[src/rtl/ct_ciu_snb_pkg.sv]
// Shared constants and controller state encoding for the snoop-buffer age arbiter.
package ct_ciu_snb_pkg;

   localparam int SNB_DEPTH = 8;

   typedef enum logic {
      IDLE  = 1'b0,
      OFFER = 1'b1
   } snb_arb_state_e;

endpackage

[src/rtl/ct_ciu_snb_age_mtx.sv]
// Age matrix for the snoop buffer: age[i][j]=1 means entry j is older than entry i.
// The diagonal is never set.
module ct_ciu_snb_age_mtx
   import ct_ciu_snb_pkg::*;
#(
   parameter int DEPTH = SNB_DEPTH,
   parameter int IDXW  = $clog2(DEPTH)
) (
   input  logic                        forever_cpuclk,
   input  logic                        cpurst,
   input  logic                        alloc_vld,
   input  logic [IDXW-1:0]             alloc_idx,
   input  logic [DEPTH-1:0]            entry_vld,
   input  logic [DEPTH-1:0]            dealloc,
   output logic [DEPTH-1:0][DEPTH-1:0] age
);

   logic [DEPTH-1:0] alloc_oh;

   assign alloc_oh = alloc_vld ? (DEPTH'(1) << alloc_idx) : '0;

   // New entry sees every surviving entry as older; nobody sees it as older.
   always_ff @(posedge forever_cpuclk or posedge cpurst) begin
      if (cpurst) begin
         age <= '0;
      end else begin
         for (int i = 0; i < DEPTH; i++) begin
            if (alloc_oh[i]) age[i] <= entry_vld & ~dealloc & ~alloc_oh;
            else             age[i] <= age[i] & ~alloc_oh;
         end
      end
   end

endmodule

[src/rtl/ct_ciu_snb_age_arb.sv]
// Oldest-first arbiter for snoop-buffer entries with a registered offer/handshake port.
// Optional accepted-grant counter enabled by CT_CIU_SNB_ARB_PERF_EN.
//
//   state | meaning
//   IDLE  | nothing offered; sel/sel_idx are zero
//   OFFER | sel holds the offered entry until accepted or no longer eligible
module ct_ciu_snb_age_arb
   import ct_ciu_snb_pkg::*;
#(
   parameter int DEPTH = SNB_DEPTH,
   parameter int IDXW  = $clog2(DEPTH)
) (
   input  logic             forever_cpuclk,
   input  logic             cpurst,
   input  logic             alloc_vld,
   input  logic [IDXW-1:0]  alloc_idx,
   input  logic [DEPTH-1:0] dealloc,
   input  logic [DEPTH-1:0] req_vld,
   input  logic             gnt_rdy,
   output logic [DEPTH-1:0] sel,
   output logic             sel_vld,
   output logic [IDXW-1:0]  sel_idx,
   output logic [DEPTH-1:0] entry_vld,
   output logic [15:0]      perf_gnt_cnt
);

   snb_arb_state_e             state, state_nxt;
   logic [DEPTH-1:0][DEPTH-1:0] age;
   logic [DEPTH-1:0]           alloc_oh;
   logic [DEPTH-1:0]           mask, mask_nxt;
   logic [DEPTH-1:0]           elig, elig_g, cand, cand_g, sel_nxt;
   logic [IDXW-1:0]            idx_nxt;

   assign alloc_oh = alloc_vld ? (DEPTH'(1) << alloc_idx) : '0;

   // Alloc wins over a same-cycle dealloc of the same entry.
   always_ff @(posedge forever_cpuclk or posedge cpurst) begin
      if (cpurst) entry_vld <= '0;
      else        entry_vld <= (entry_vld & ~dealloc) | alloc_oh;
   end

   ct_ciu_snb_age_mtx #(
      .DEPTH (DEPTH),
      .IDXW  (IDXW)
   ) u_mtx (
      .forever_cpuclk (forever_cpuclk),
      .cpurst         (cpurst),
      .alloc_vld      (alloc_vld),
      .alloc_idx      (alloc_idx),
      .entry_vld      (entry_vld),
      .dealloc        (dealloc),
      .age            (age)
   );

   // elig_g drops the entry being accepted so back-to-back grants never repeat it.
   assign elig   = req_vld & entry_vld & ~mask;
   assign elig_g = elig & ~sel;

   always_comb begin
      cand   = '0;
      cand_g = '0;
      for (int i = 0; i < DEPTH; i++) begin
         cand[i]   = elig[i]   & ~|(elig   & age[i]);
         cand_g[i] = elig_g[i] & ~|(elig_g & age[i]);
      end
   end

   always_comb begin
      state_nxt = state;
      sel_nxt   = sel;
      mask_nxt  = '0;
      case (state)
         IDLE: begin
            if (|elig) begin
               state_nxt = OFFER;
               sel_nxt   = cand;
            end
         end
         OFFER: begin
            if (gnt_rdy) begin
               mask_nxt  = sel;
               sel_nxt   = cand_g;
               state_nxt = (|elig_g) ? OFFER : IDLE;
            end else if (~|(sel & elig & ~dealloc)) begin
               state_nxt = IDLE;
               sel_nxt   = '0;
            end
         end
         default: begin
            state_nxt = IDLE;
            sel_nxt   = '0;
         end
      endcase
      idx_nxt = '0;
      for (int i = 0; i < DEPTH; i++) begin
         if (sel_nxt[i]) idx_nxt = IDXW'(i);
      end
   end

   always_ff @(posedge forever_cpuclk or posedge cpurst) begin
      if (cpurst) begin
         state   <= IDLE;
         sel     <= '0;
         sel_idx <= '0;
         mask    <= '0;
      end else begin
         state   <= state_nxt;
         sel     <= sel_nxt;
         sel_idx <= idx_nxt;
         mask    <= mask_nxt;
      end
   end

   assign sel_vld = (state == OFFER);

`ifdef CT_CIU_SNB_ARB_PERF_EN
   logic [15:0] perf_q;

   always_ff @(posedge forever_cpuclk or posedge cpurst) begin
      if (cpurst)                                        perf_q <= '0;
      else if (sel_vld && gnt_rdy && perf_q != 16'hFFFF) perf_q <= perf_q + 16'd1;
   end

   assign perf_gnt_cnt = perf_q;
`else
   assign perf_gnt_cnt = '0;
`endif

   // Re-allocating a live entry without releasing it corrupts the age order.
   assert property (@(posedge forever_cpuclk) disable iff (cpurst)
      alloc_vld |-> (!entry_vld[alloc_idx] || dealloc[alloc_idx]))
      else $error("alloc to live entry %0d", alloc_idx);

endmodule

[config.mk]
export PLATFORM = sky130hd
export DESIGN_NAME = ct_ciu_snb_age_arb
export DESIGN_NICKNAME = d
export VERILOG_FILES = /design/src/rtl/ct_ciu_snb_pkg.sv /design/src/rtl/ct_ciu_snb_age_mtx.sv /design/src/rtl/ct_ciu_snb_age_arb.sv
export SDC_FILE = /design/constraint.sdc
export NUM_CORES = 1
export LEC_CHECK = 0
export ABC_AREA = 1
export BUFFER_PORTS_ARGS = -buffer_cell sky130_fd_sc_hd__buf_2
export CORE_MARGIN = 2
export CORE_UTILIZATION = 45
export DETAILED_ROUTE_END_ITERATION = 16
export PLACE_DENSITY = 0.66
export SLEW_MARGIN = 20
export SYNTH_ARGS = -nofsm -noshare
export SYNTH_HDL_FRONTEND = slang
export SYNTH_SLANG_ARGS = --single-unit
export TNS_END_PERCENT = 50
[constraint.sdc]
create_clock -name forever_cpuclk -period 5.4 [get_ports forever_cpuclk]
set_input_delay 1.08 -clock forever_cpuclk [delete_from_list [all_inputs] [get_ports forever_cpuclk]]
set_output_delay 1.08 -clock forever_cpuclk [all_outputs]
set_load 0.1 [all_outputs]
Word-level counts from Yosys, hierarchy flattened
Index checks and enable logic that the tools add are counted.
- register bits: 92
- equality and inequality tests: 2
- shift-type cells: 1
- muxes and demuxes: 27
- bitwise gates (word level): 53
- reductions and logical operators: 36
- operators with widths (kind ; count):
    8-bit AND ; 31
    8-bit OR reduction ; 19
    8-bit 2-to-1 mux ; 14
    8-bit inverter ; 4
    3-bit 2-to-1 mux ; 6
    1-bit AND ; 16
    1-bit zero test ; 16
    8-bit one-hot mux with 2 select lines ; 1
    8-bit bitwise OR ; 1
    1-bit by 3-bit << shifter with 8-bit output, first input constant ; 1
    1-bit 2-to-1 mux ; 5
    3-bit inequality test, second input constant ; 1
    2-bit inequality test, second input constant ; 1
    1-bit one-hot mux with 2 select lines ; 1
    2-bit AND reduction ; 1
    1-bit inverter ; 1

Depth between registers and ports, before layout
Gate-level depths: netlist of the first run.
- word-level depth: 16
- mapped depth: 17
- depth with buffers taken out: 16

Modules after synthesis
From an unflattened synthesis of the first run, not the netlist that was laid out.
- cell total of the unflattened synthesis: 728
- area total of the unflattened synthesis: 5250.0 sq um
- modules (own cells, without submodules) (module ; times used ; cells each ; area an instance (sq um) ; seq. area each (sq um)):
    ct_ciu_snb_age_arb ; 1 ; 425 ; 2642.5 ; 700.7
    ct_ciu_snb_age_mtx ; 1 ; 303 ; 2607.5 ; 1601.5

Worst setup path after synthesis of the first run
No wires, ideal clock.
- path kind: input to register
- start point: input req_vld[4]
- end point: register sel_idx[1]
- setup time: 0.120 ns
- arrival: 2.113 ns
- required time: 5.280 ns
- slack: 3.167 ns
- stages: 13
- path buffers: 0
- cell sequence: nand2_1 nor2_4 nand2_1 inv_2 nand3_1 a21oi_1 nand3b_1 nand2_1 nor2_2 nand2_1 inv_2 o21ai_2 nand2_1
- longest elaborated chain between the ends: 15
- elaborated cells between the ends (all ways): 65
- those cells by class: 10 x mux; 29 x bitwise; 26 x reduce/logical
- ends and longest elaborated chain (what ; RTL line ; source):
    start: declaration ; ct_ciu_snb_age_arb.sv:18 ; input logic [DEPTH-1:0] req_vld,
    8-bit AND (*) (2 in a row) ; ct_ciu_snb_age_arb.sv:56 ; assign elig = req_vld & entry_vld & ~mask;
    8-bit AND ; ct_ciu_snb_age_arb.sv:57 ; assign elig_g = elig & ~sel;
    8-bit AND ; ct_ciu_snb_age_arb.sv:64 ; cand_g[i] = elig_g[i] & ~|(elig_g & age[i]);
    8-bit OR reduction ; ct_ciu_snb_age_arb.sv:64 ;
    1-bit zero test ; ct_ciu_snb_age_arb.sv:64 ;
    1-bit AND ; ct_ciu_snb_age_arb.sv:64 ;
    8-bit 2-to-1 mux ; ct_ciu_snb_age_arb.sv:80 ; if (gnt_rdy) begin
    8-bit one-hot mux with 2 select lines (*) ; ct_ciu_snb_age_arb.sv:72 ; case (state)
    3-bit 2-to-1 mux (5 in a row) ; ct_ciu_snb_age_arb.sv:96 ; if (sel_nxt[i]) idx_nxt = IDXW'(i);
    3-bit 2-to-1 mux (*) ; ct_ciu_snb_age_arb.sv:96 ;
    via idx_nxt[1] ; ct_ciu_snb_age_arb.sv:32 ; logic [IDXW-1:0] idx_nxt;
    end signal: assignment ; ct_ciu_snb_age_arb.sv:109 ; sel_idx <= idx_nxt;
    end: declaration ; ct_ciu_snb_age_arb.sv:22 ; output logic [IDXW-1:0] sel_idx,
The timed path passes the listed nets; every way through them passes the cells marked *. The select of a mux whose other input is x is not followed.
A chain may end at the register's enable or synchronous reset.

Worst setup path in the final report of the first run
- start point: input gnt_rdy
- end point: register sel_idx[0]
- longest elaborated chain between the ends: 9
- ends and longest elaborated chain (what ; RTL line ; source):
    start: declaration ; ct_ciu_snb_age_arb.sv:19 ; input logic gnt_rdy,
    8-bit 2-to-1 mux (*) ; ct_ciu_snb_age_arb.sv:80 ;
    8-bit one-hot mux with 2 select lines (*) ; ct_ciu_snb_age_arb.sv:72 ;
    1-bit 2-to-1 mux ; ct_ciu_snb_age_arb.sv:96 ;
    3-bit 2-to-1 mux (5 in a row) ; ct_ciu_snb_age_arb.sv:96 ;
    3-bit 2-to-1 mux (*) ; ct_ciu_snb_age_arb.sv:96 ;
    via idx_nxt[0] ; ct_ciu_snb_age_arb.sv:32 ;
The timed path passes the listed nets; every way through them passes the cells marked *.

==> results of run 1 <==
-- cells by family after synthesis --
| kind of cell | count (synthesis) | synth area share, % |
|---|---|---|
| AOI/OAI and AO/OA | 112 | 12.77 |
| buffers and inverters | 109 | 9.746 |
| DFF | 92 | 46.82 |
| other | 1 | 0.07626 |
| and+or+nand+nor | 335 | 30.59 |
-- routing by layer --
layer | vias up | GRT usage (%) | wire length, microns
li1 | 2179 | - | -
met5 | - | 0 | 0
met3 | 37 | 4.943 | 1396
met2 | 255 | 52.37 | 8573
met4 | 0 | 13.92 | 642
met1 | 2351 | 45.88 | 7967
-- state kept, by name, indices dropped and copies added (netlist names) --
signal / flops
mask: 8
sel_idx: 3
sel_vld: 1
sel: 8
entry_vld: 8
u_mtx.age: 64
-- worst max-delay path: stages --
cell	delay [ns]
buf_2	0.19
nand2_1	0.46
inv_1	0.37
nand2_1	0.09
nor3_1	0.13
nand4_1	0.14
nor2_1	0.21
nor2_2	0.07
nand2_1	0.08
nand2_1	0.05
nand2_1	0.05
nand2_1	0.05
nand2_1	0.05
nand2_1	0.04
-- worst max-delay path by stage --
stage	to	slack [ns]
floorplan	entry_vld[0]	1.93
global placement	sel_idx[0]	2.18
detailed placement	sel_idx[0]	2.31
CTS	sel_idx[0]	2.71
global route	sel_idx[0]	2.35
finish	sel_idx[0]	2.60
-- cell usage after synthesis, drive strengths merged --
cell type	instances	share of area, %
nand2	162	13
dfrtp	92	47
nor2	86	8.0
inv	80	6.1
o21ai	75	7.8
nand3	62	6.8
o22ai	20	2.5
buf	19	2.9
nand4	13	1.7
nor3	8	0.81
clkbuf	7	0.53
a21oi	6	0.61
clkinv	3	0.23
nand3b	3	0.46
a211oi	2	0.31
a21boi	2	0.31
a221oi	2	0.36
o2111ai	2	0.36
a2111oi	1	0.18
a22oi	1	0.15
conb	1	0.076
nor4	1	0.13
o311ai	1	0.18
-- metrics by stage --
step | utilization [%] | std cells | power [uW] | cell area, sq um | hold WS [ns]
5_1_grt | 50.15 | 835 | 1874 | 5389 | 0.5590
2_1_floorplan | - | 664 | 1220 | 4974 | 0.4599
3_5_place_dp | 48.39 | 821 | 1338 | 5200 | 0.5044
6_report | 50.15 | 835 | 1809 | 5389 | 0.5242
4_1_cts | 50.15 | 835 | 1808 | 5389 | 0.5225
3_3_place_gp | 48.39 | 821 | 1338 | 5200 | 0.4976
-- layout make-up --
type,instances,area share (%)
Inverter,83,5.805
Sequential cell,92,42.72
Timing Repair Buffer,43,4.040
Multi-Input combinational cell,463,40.68
Clock buffer,10,2.554
Clock inverter,4,0.9519
Tap cell,140,3.251
-- power breakdown --
part | leakage [uW] | switching [uW] | total, uW | internal (uW)
registers | 0.00126 | 53.4 | 791 | 737
clock network | 0.0000942 | 257 | 479 | 222
logic | 0.00122 | 458 | 539 | 81.7
total | 0.00257 | 768 | 1810 | 1040
==> impl_metrics.env, run 1 <==
export IMPL_status="finished, final reports clean"
export IMPL_clock_sinks=92
export IMPL_pre_cts_slack_ns=2.314
export IMPL_wl_microns=18580
export IMPL_hold_start="u_mtx.age[9]"
export IMPL_drtIter0Drc=495
export IMPL_synth_area_sq_mm=0.004917
export IMPL_crit_path_end_kind="flip-flop"
export IMPL_clk_pin_slew_ns=0.09
export IMPL_critical_path_max_fanout=11
export IMPL_final_max_slew_viol_count=0
export IMPL_numPortBuffers=42
export IMPL_cts_path_max_buffers=2
export IMPL_cts_hold_buf=0
export IMPL_setup_violations=0
export IMPL_gp_routability_congestion=0.9808
export IMPL_cp_start_kind="primary input"
export IMPL_area_growth_pct=9.593
export IMPL_rrSetupSlack_ns=2.90
export IMPL_max_slew_margin_pct=45.05
export IMPL_cts_root_buf="clkbuf_8"
export IMPL_hold_viol=0
export IMPL_hpwl_microns=13870
export IMPL_final_common_cell="nand2_1"
export IMPL_syn_inst=649
export IMPL_initial_core_util_pct=45.76
export IMPL_grt_overflow=0
export IMPL_fp_dieArea_sq_mm=0.01178
export IMPL_wl_per_cell_microns=22.25
export IMPL_grt_setup_unrepaired="false"
export IMPL_antenna_found_initial=0
export IMPL_rr_endpoint="sel_idx[0]"
export IMPL_critical_path_reg2reg_startpoint="sel_vld"
export IMPL_grt_pass1_vias=4582
export IMPL_die_h_microns=108.5
export IMPL_post_route_period_util_pct=51.80
export IMPL_dr_total_vias=4822
export IMPL_critPathArrivalTime_ns=3.07
export IMPL_n_fill_cell=1104
export IMPL_setup_slack_ns=2.603
export IMPL_row_count=38
export IMPL_clock_skew_ns=0.01187
export IMPL_dr_pass1_iters=7
export IMPL_drive_above_1_share_pct=14.10
export IMPL_hold_depth=2
export IMPL_synth_cell_types=32
export IMPL_clock_latency_ns=0.38
export IMPL_core_sq_mm=0.01075
export IMPL_synth_seq_area_share_pct=46.82
export IMPL_cts_max_level=3
export IMPL_leakagePower_uw=0.002575
export IMPL_fin_crit_ns=2.797
export IMPL_fmax_mhz=357.5
export IMPL_required_ns=5.67
export IMPL_fin_setup_tns_ns=0
export IMPL_layout_common_cells="nand2_1 (156), dfrtp_1 (92), o21ai_0 (71)"
export IMPL_ys_seq_elements=92
export IMPL_syn_avg_cell_area_sq_um=7.577
export IMPL_holdPathEnd="u_mtx.age[9]"
export IMPL_cts_tree="done"
export IMPL_p_per_area_mw_per_mm2=335.7
export IMPL_num_io_pins=59
export IMPL_reg2reg_depth=13
export IMPL_holdCritPathClass="reg2reg"
export IMPL_cts_buffers=9
export IMPL_yosys_warnings=0
export IMPL_diodes=0
export IMPL_post_drt_via_cell_ratio=5.775
export IMPL_cts_resized=0
export IMPL_grt_use_total_pct=33.30
export IMPL_grt_max_degree=48
export IMPL_fp_dieW_microns=108.5
export IMPL_route_antenna_remaining_nets=0
export IMPL_nNetsFinal=715
export IMPL_multi_input_area_sq_mm=0.002192
export IMPL_worst_pin_slew_ns=0.8233
export IMPL_grt_pass1_wl_microns=27980
export IMPL_setup_worst_path_start="gnt_rdy"
export IMPL_peakVddDrop_uv=236.1
export IMPL_worstSetupPathType="in2reg"
export IMPL_drv_cap=0
export IMPL_regArea_sq_mm=0.002302
export IMPL_post_cts_buffers=0
export IMPL_post_route_drc_count=0
No activity file was read; power rests on OpenSTA's default activity.
==> inputs of run 2 (changes only) <==
- ABC_AREA: 1 -> 0
- clock period: 5.4 -> 2.7 ns (I/O delays scaled with it)
==> run 2 against run 1 <==
Compared with the run above: routed wire length is 9.8% lower; clock skew is 0.0059 ns higher; global-route usage is 2.7 points lower; via count is 6.7% lower; final cell count is 14% lower; synthesized area is 1.9% lower; core utilization is 2.4 points higher; total power is 97% higher; die area is 1.8% lower; hold slack worse by 0.27 ns; cell area is 1.1% higher; highest routed layer unchanged; sequential power is 97% higher.
==> impl_metrics.env, run 2 <==
export IMPL_grt_overflow=0
export IMPL_synth_compound_area_share_pct=20.03
export IMPL_numPortBuffers=42
export IMPL_row_count=37
export IMPL_syn_avg_cell_area_sq_um=9.223
export IMPL_clock_sinks=92
export IMPL_holdCritPathClass="in2async"
export IMPL_slowest_stage="dfrtp_1"
export IMPL_max_slew_margin_pct=46.26
export IMPL_fmax_mhz=420.5
export IMPL_totalPowerFinal_uw=3572
export IMPL_n_fill_cell=966
export IMPL_clock_latency_ns=0.38
export IMPL_synth_top_family_by_area="simple AND/OR/NAND/NOR gates"
export IMPL_fin_crit_ns=2.378
export IMPL_post_route_period_util_pct=88.09
export IMPL_cts_root_buf="clkbuf_8"
export IMPL_multi_input_area_sq_mm=0.002276
export IMPL_leakagePower_uw=0.002542
export IMPL_layout_common_cells="nand2_1 (118), dfrtp_1 (92), buf_2 (42)"
export IMPL_cp_start_kind="flip-flop"
export IMPL_path_common_cell="nand2_1"
export IMPL_regArea_sq_mm=0.002302
export IMPL_post_route_util_pct=52.53
export IMPL_cp_num_buf_inv=1
export IMPL_post_drt_via_cell_ratio=6.281
export IMPL_peakVddDrop_uv=505.3
export IMPL_final_max_slew_viol_count=0
export IMPL_yosys_mux_area_fraction_pct=0
export IMPL_fin_setup_tns_ns=0
export IMPL_cts_tree="done"
export IMPL_synth_fa_ha_area_share_pct=0
export IMPL_crit_path_end_kind="flip-flop"
export IMPL_path_cells="and3b_1 -> buf_4 -> nand2_1 -> o2111a_1 -> a22oi_1 -> a21boi_2 -> nand2_1 -> a311o_1"
export IMPL_synth_edff_count=0
export IMPL_wl_per_cell_microns=23.39
export IMPL_critPathArrivalTime_ns=2.64
export IMPL_clock_skew_ns=0.01773
export IMPL_yosys_area_share_simple_pct=25.91
export IMPL_dr_pass1_iters=8
export IMPL_p_per_area_mw_per_mm2=655.7
export IMPL_crit_family="compound AO/OA/AOI/OAI gates"
export IMPL_synth_area_sq_mm=0.004823
export IMPL_num_io_pins=59
export IMPL_yosysTopAreaCellShare_pct=47.73
export IMPL_initial_core_util_pct=46.51
export IMPL_grt_use_total_pct=30.62
export IMPL_antenna_found_initial=0
export IMPL_grt_max_degree=31
export IMPL_hpwl_microns=12680
export IMPL_cts_resized=0
export IMPL_drv_cap=0
export IMPL_synth_cell_types=53
export IMPL_clk_pin_slew_ns=0.09
export IMPL_cts_max_level=3
export IMPL_status="finished, final reports clean"
export IMPL_critical_path_max_fanout=7
export IMPL_drive_above_1_share_pct=17.07
export IMPL_async_flop_share_pct=100.0
export IMPL_grt_setup_unrepaired="false"
export IMPL_hold_viol=0
export IMPL_core_sq_mm=0.01037
export IMPL_synth_ff_type="dfrtp_1"
export IMPL_post_route_drc_count=0
export IMPL_cts_hold_buf=0
export IMPL_syn_inst=523
export IMPL_gp_routability_congestion=1.014
export IMPL_synth_common_cells="nand2_1 (118), dfrtp_1 (92), a22oi_1 (37)"
export IMPL_fp_dieArea_sq_mm=0.01156
export IMPL_route_antenna_remaining_nets=0
export IMPL_yosys_top_cells_area="dfrtp_1 (48%), nand2_1 (9.2%), a22oi_1 (5.8%)"
export IMPL_yosys_warnings=0
export IMPL_cp_slowest_stage_delay_ns=0.50
export IMPL_grt_pass1_wl_microns=26090
export IMPL_post_cts_buffers=0
export IMPL_largest_reg_flops=64
export IMPL_wl_microns=16750
export IMPL_required_ns=2.96
export IMPL_grt_pass1_vias=4377
export IMPL_nNetsFinal=599
export IMPL_fp_dieW_microns=107.5
export IMPL_worstSetupPathType="reg2reg"
export IMPL_die_h_microns=107.5
export IMPL_diodes=0
export IMPL_drtIter0Drc=468
export IMPL_synth_top_cell_by_area="dfrtp_1"
export IMPL_regMostFlops="u_mtx.age"
export IMPL_synth_seq_area_share_pct=47.73
export IMPL_worst_pin_slew_ns=0.8044
export IMPL_synth_xor_area_share_pct=0
export IMPL_ys_seq_elements=92
export IMPL_synth_most_common_cell="nand2_1"
export IMPL_area_growth_pct=12.94
export IMPL_dr_total_vias=4497
export IMPL_cts_path_max_buffers=2
export IMPL_setup_violations=0
export IMPL_final_common_cell="nand2_1"
export IMPL_cts_buffers=9
-- run 2: changes by cell type after synthesis, moves of 20 or more --
cell and delta:
a22oi_1 +36, o21ai_0 -47, inv_1 -60, o22ai_1 -20
a21oi_1 +26, nor2_1 -41, nand2_1 -38, nand3_1 -47
-- run 2: layer usage --
layer | up-vias | GRT usage (%) | part of all wire, % | wire length, microns
li1 | 1954 | - | - | -
met1 | 2201 | 43.66 | 44 | 7312
met2 | 292 | 45.10 | 44 | 7320
met3 | 50 | 7.567 | 9.2 | 1548
met4 | 0 | 11.36 | 3.4 | 568
met5 | - | 0 | 0 | 0
-- run 2: worst reg2reg max path, delay by kind of cell, from the launching register on --
family	cells	cell delay [ns]
AOI/OAI and AO/OA	4	0.98
and+or+nand+nor	3	0.57
buffers and inverters	1	0.21
DFF	1	0.50
-- run 2: layout make-up --
cell class	instances	area share, %
flip-flops and latches	92	42.26
multi-input cells	390	41.78
repair buffers	71	8.314
well taps	136	3.124
clock buffers	10	2.526
clock inverters	5	1.102
inverters	12	0.8957
-- run 2: path summary, 6_finish.rpt --
path,startpoint,endpoint,slack [ns],cells past startpoint
max,entry_vld[7],sel_idx[1],0.32,8
min,cpurst,u_mtx.age[10],0.25,2
max reg2reg,entry_vld[7],sel_idx[1],0.32,8
max in group asynchronous,cpurst,u_mtx.age[35],1.84,3
min in group forever_cpuclk,alloc_idx[2],u_mtx.age[13],0.43,2
min reg2reg,u_mtx.age[27],u_mtx.age[27],0.54,1
-- run 2: logic make-up after synthesis --
logic type	count (synthesis)
AO/OA/AOI/OAI	135
other	1
flip-flops	92
buffers and inverters	56
AND/OR/NAND/NOR	239
-- run 2: through the flow --
stage,area (sq um),hold WS [ns],std cells,setup slack [ns]
floorplan,4883,0.4579,538,0.09419
global placement,5250,0.5060,701,0.2263
detailed placement,5250,0.5099,701,0.2219
finish,5448,0.2519,716,0.3216
global route,5448,0.2969,716,0.1809
CTS,5448,0.2708,716,0.3448
-- run 2: report_power, final --
group          total [uW]  internal, uW  switching, uW
clock network         968           453            515
registers            1560          1470           92.0
logic                1050           203            842
==> inputs of run 3 (changes only) <==
- RECOVER_POWER: unset -> 100
==> run 3 against run 2 <==
Compared with the run above: final cell count stayed put; worst setup slack lost 0.025 ns; routed wire length about the same; fmax shrank 1.1%; non-clock buffer count is the same; sequential share of layout area rose by 0.45 points; combinational power barely moved; clock power about the same; via count up 0.29%; total power fell by 0.58%; core utilization is 0.55 points lower; critical endpoint unchanged; highest routed layer unchanged.
==> impl_metrics.env, run 3 (same netlist as run 2, synthesis figures left out) <==
export IMPL_p_clk_share_pct=27.3
export IMPL_pwr_share_seq_pct=44.0
export IMPL_clock_sinks=92
export IMPL_initial_core_util_pct=46.51
export IMPL_switching_power_uw=1452
export IMPL_cts_resized=0
export IMPL_nNetsFinal=599
export IMPL_row_count=37
export IMPL_n_fill_cell=992
export IMPL_cts_root_buf="clkbuf_8"
export IMPL_diodes=0
export IMPL_clock_latency_ns=0.39
export IMPL_grt_setup_unrepaired="false"
export IMPL_power_frac_comb_pct=28.7
export IMPL_hold_viol=0
export IMPL_fmax_mhz=416.0
export IMPL_peakVddDrop_uv=493.1
export IMPL_required_ns=2.96
export IMPL_post_cts_buffers=0
export IMPL_crit_path_end_kind="flip-flop"
export IMPL_max_slew_margin_pct=7.201
export IMPL_num_io_pins=59
export IMPL_die_h_microns=107.5
export IMPL_sw_frac_of_total_pct=40.90
export IMPL_route_antenna_remaining_nets=0
export IMPL_wl_per_cell_microns=23.40
export IMPL_cts_hold_buf=0
export IMPL_drtIter0Drc=519
export IMPL_drive_above_1_share_pct=12.24
export IMPL_antenna_found_initial=0
export IMPL_largest_reg_flops=64
export IMPL_post_drt_via_cell_ratio=6.299
export IMPL_status="finished, final reports clean"
export IMPL_holdCritPathClass="in2async"
export IMPL_cts_max_level=3
export IMPL_fp_dieW_microns=107.5
export IMPL_fin_crit_ns=2.404
export IMPL_dr_total_vias=4510
export IMPL_setup_violations=0
export IMPL_core_sq_mm=0.01037
export IMPL_cp_start_kind="flip-flop"
export IMPL_worst_pin_slew_ns=1.384
export IMPL_gp_routability_congestion=1.014
export IMPL_clock_skew_ns=0.01782
export IMPL_wl_microns=16750
export IMPL_dr_pass1_iters=6
export IMPL_cts_tree="done"
export IMPL_clk_pin_slew_ns=0.09
export IMPL_final_max_slew_viol_count=0
export IMPL_drv_cap=0
export IMPL_final_common_cell="nand2_1"
export IMPL_grt_overflow=0
export IMPL_regMostFlops="u_mtx.age"
export IMPL_grt_max_degree=31
export IMPL_post_route_drc_count=0
export IMPL_grt_pass1_wl_microns=26090
export IMPL_hold_ws_ns=0.4571
export IMPL_final_cells=716
export IMPL_fp_dieArea_sq_mm=0.01156
export IMPL_hpwl_microns=12680
export IMPL_p_per_area_mw_per_mm2=658.9
export IMPL_area_growth_pct=11.75
export IMPL_critical_path_max_fanout=7
export IMPL_fin_setup_tns_ns=0
export IMPL_grt_pass1_vias=4377
export IMPL_leakagePower_uw=0.002433
export IMPL_cts_buffers=9
export IMPL_grt_use_total_pct=30.62
export IMPL_worstSetupPathType="reg2reg"
export IMPL_numPortBuffers=42
export IMPL_critPathArrivalTime_ns=2.66
export IMPL_cts_path_max_buffers=2
export IMPL_internal_power_uw=2099
export IMPL_numPlacedInstances=701
export IMPL_post_route_period_util_pct=89.03
export IMPL_layout_common_cells="nand2_1 (118), dfrtp_1 (92), a22oi_1 (37)"
[run 3: final timing paths]
kind | from | slack, ns | endpoint | depth (start not counted)
worst min register to register | u_mtx.age[31] | 0.53 | u_mtx.age[31] | 2
max in group asynchronous | cpurst | 1.06 | u_mtx.age[6] | 3
worst max register to register | entry_vld[7] | 0.30 | sel_idx[1] | 8
worst min-delay path | cpurst | 0.46 | mask[4] | 2
min in group forever_cpuclk | alloc_idx[2] | 0.51 | u_mtx.age[59] | 3
worst max-delay path | entry_vld[7] | 0.30 | sel_idx[1] | 8
[run 3: power by group through the flow]
stage                     registers, uW  clock network, uW  logic [uW]
after global routing               1570               1030        1070
final                              1560                969        1020
after CTS                          1560                978        1040
after detailed placement           1590                  0        1040
after floorplan                    1960                  0         424
after global placement             1580                  0        1030
[run 3: routing by layer]
metal / share of wire, % / up-vias / track usage [%] / wire length [microns]
met5: 0 / - / 0 / 0
met4: 3.3 / 0 / 11.36 / 546
met3: 10 / 48 / 7.567 / 1682
met2: 44 / 304 / 45.10 / 7317
met1: 43 / 2204 / 43.66 / 7205
li1: - / 1954 / - / -
[run 3: final cells by class]
type	instances	area, sq um	share of cell area, %
flip-flops and latches	92	2302	42.71
multi-input cells	390	2270	42.11
repair buffers	71	404.1	7.498
well taps	136	170.2	3.157
clock buffers	10	137.6	2.553
clock inverters	5	60.06	1.114
inverters	12	46.29	0.8589
[run 3: through the flow]
| stage | power [uW] | worst slack [ns] | utilization (%) | cell area [sq um] |
|---|---|---|---|---|
| floorplan | 2381 | 0.09419 | - | 4883 |
| global placement | 2617 | 0.2263 | 50.63 | 5250 |
| detailed placement | 2623 | 0.2219 | 50.63 | 5250 |
| CTS | 3576 | 0.3448 | 52.53 | 5448 |
| global route | 3677 | 0.1328 | 51.98 | 5390 |
| finish | 3552 | 0.2963 | 51.98 | 5390 |
[run 3: worst max-delay path, stage by stage (launching register included)]
cell and delay (ns):
dfrtp_1 0.51, and3b_1 0.45, buf_4 0.20, nand2_1 0.05
o2111a_1 0.24, a22oi_1 0.16, a21boi_2 0.24, nand2_1 0.07
a311o_1 0.35
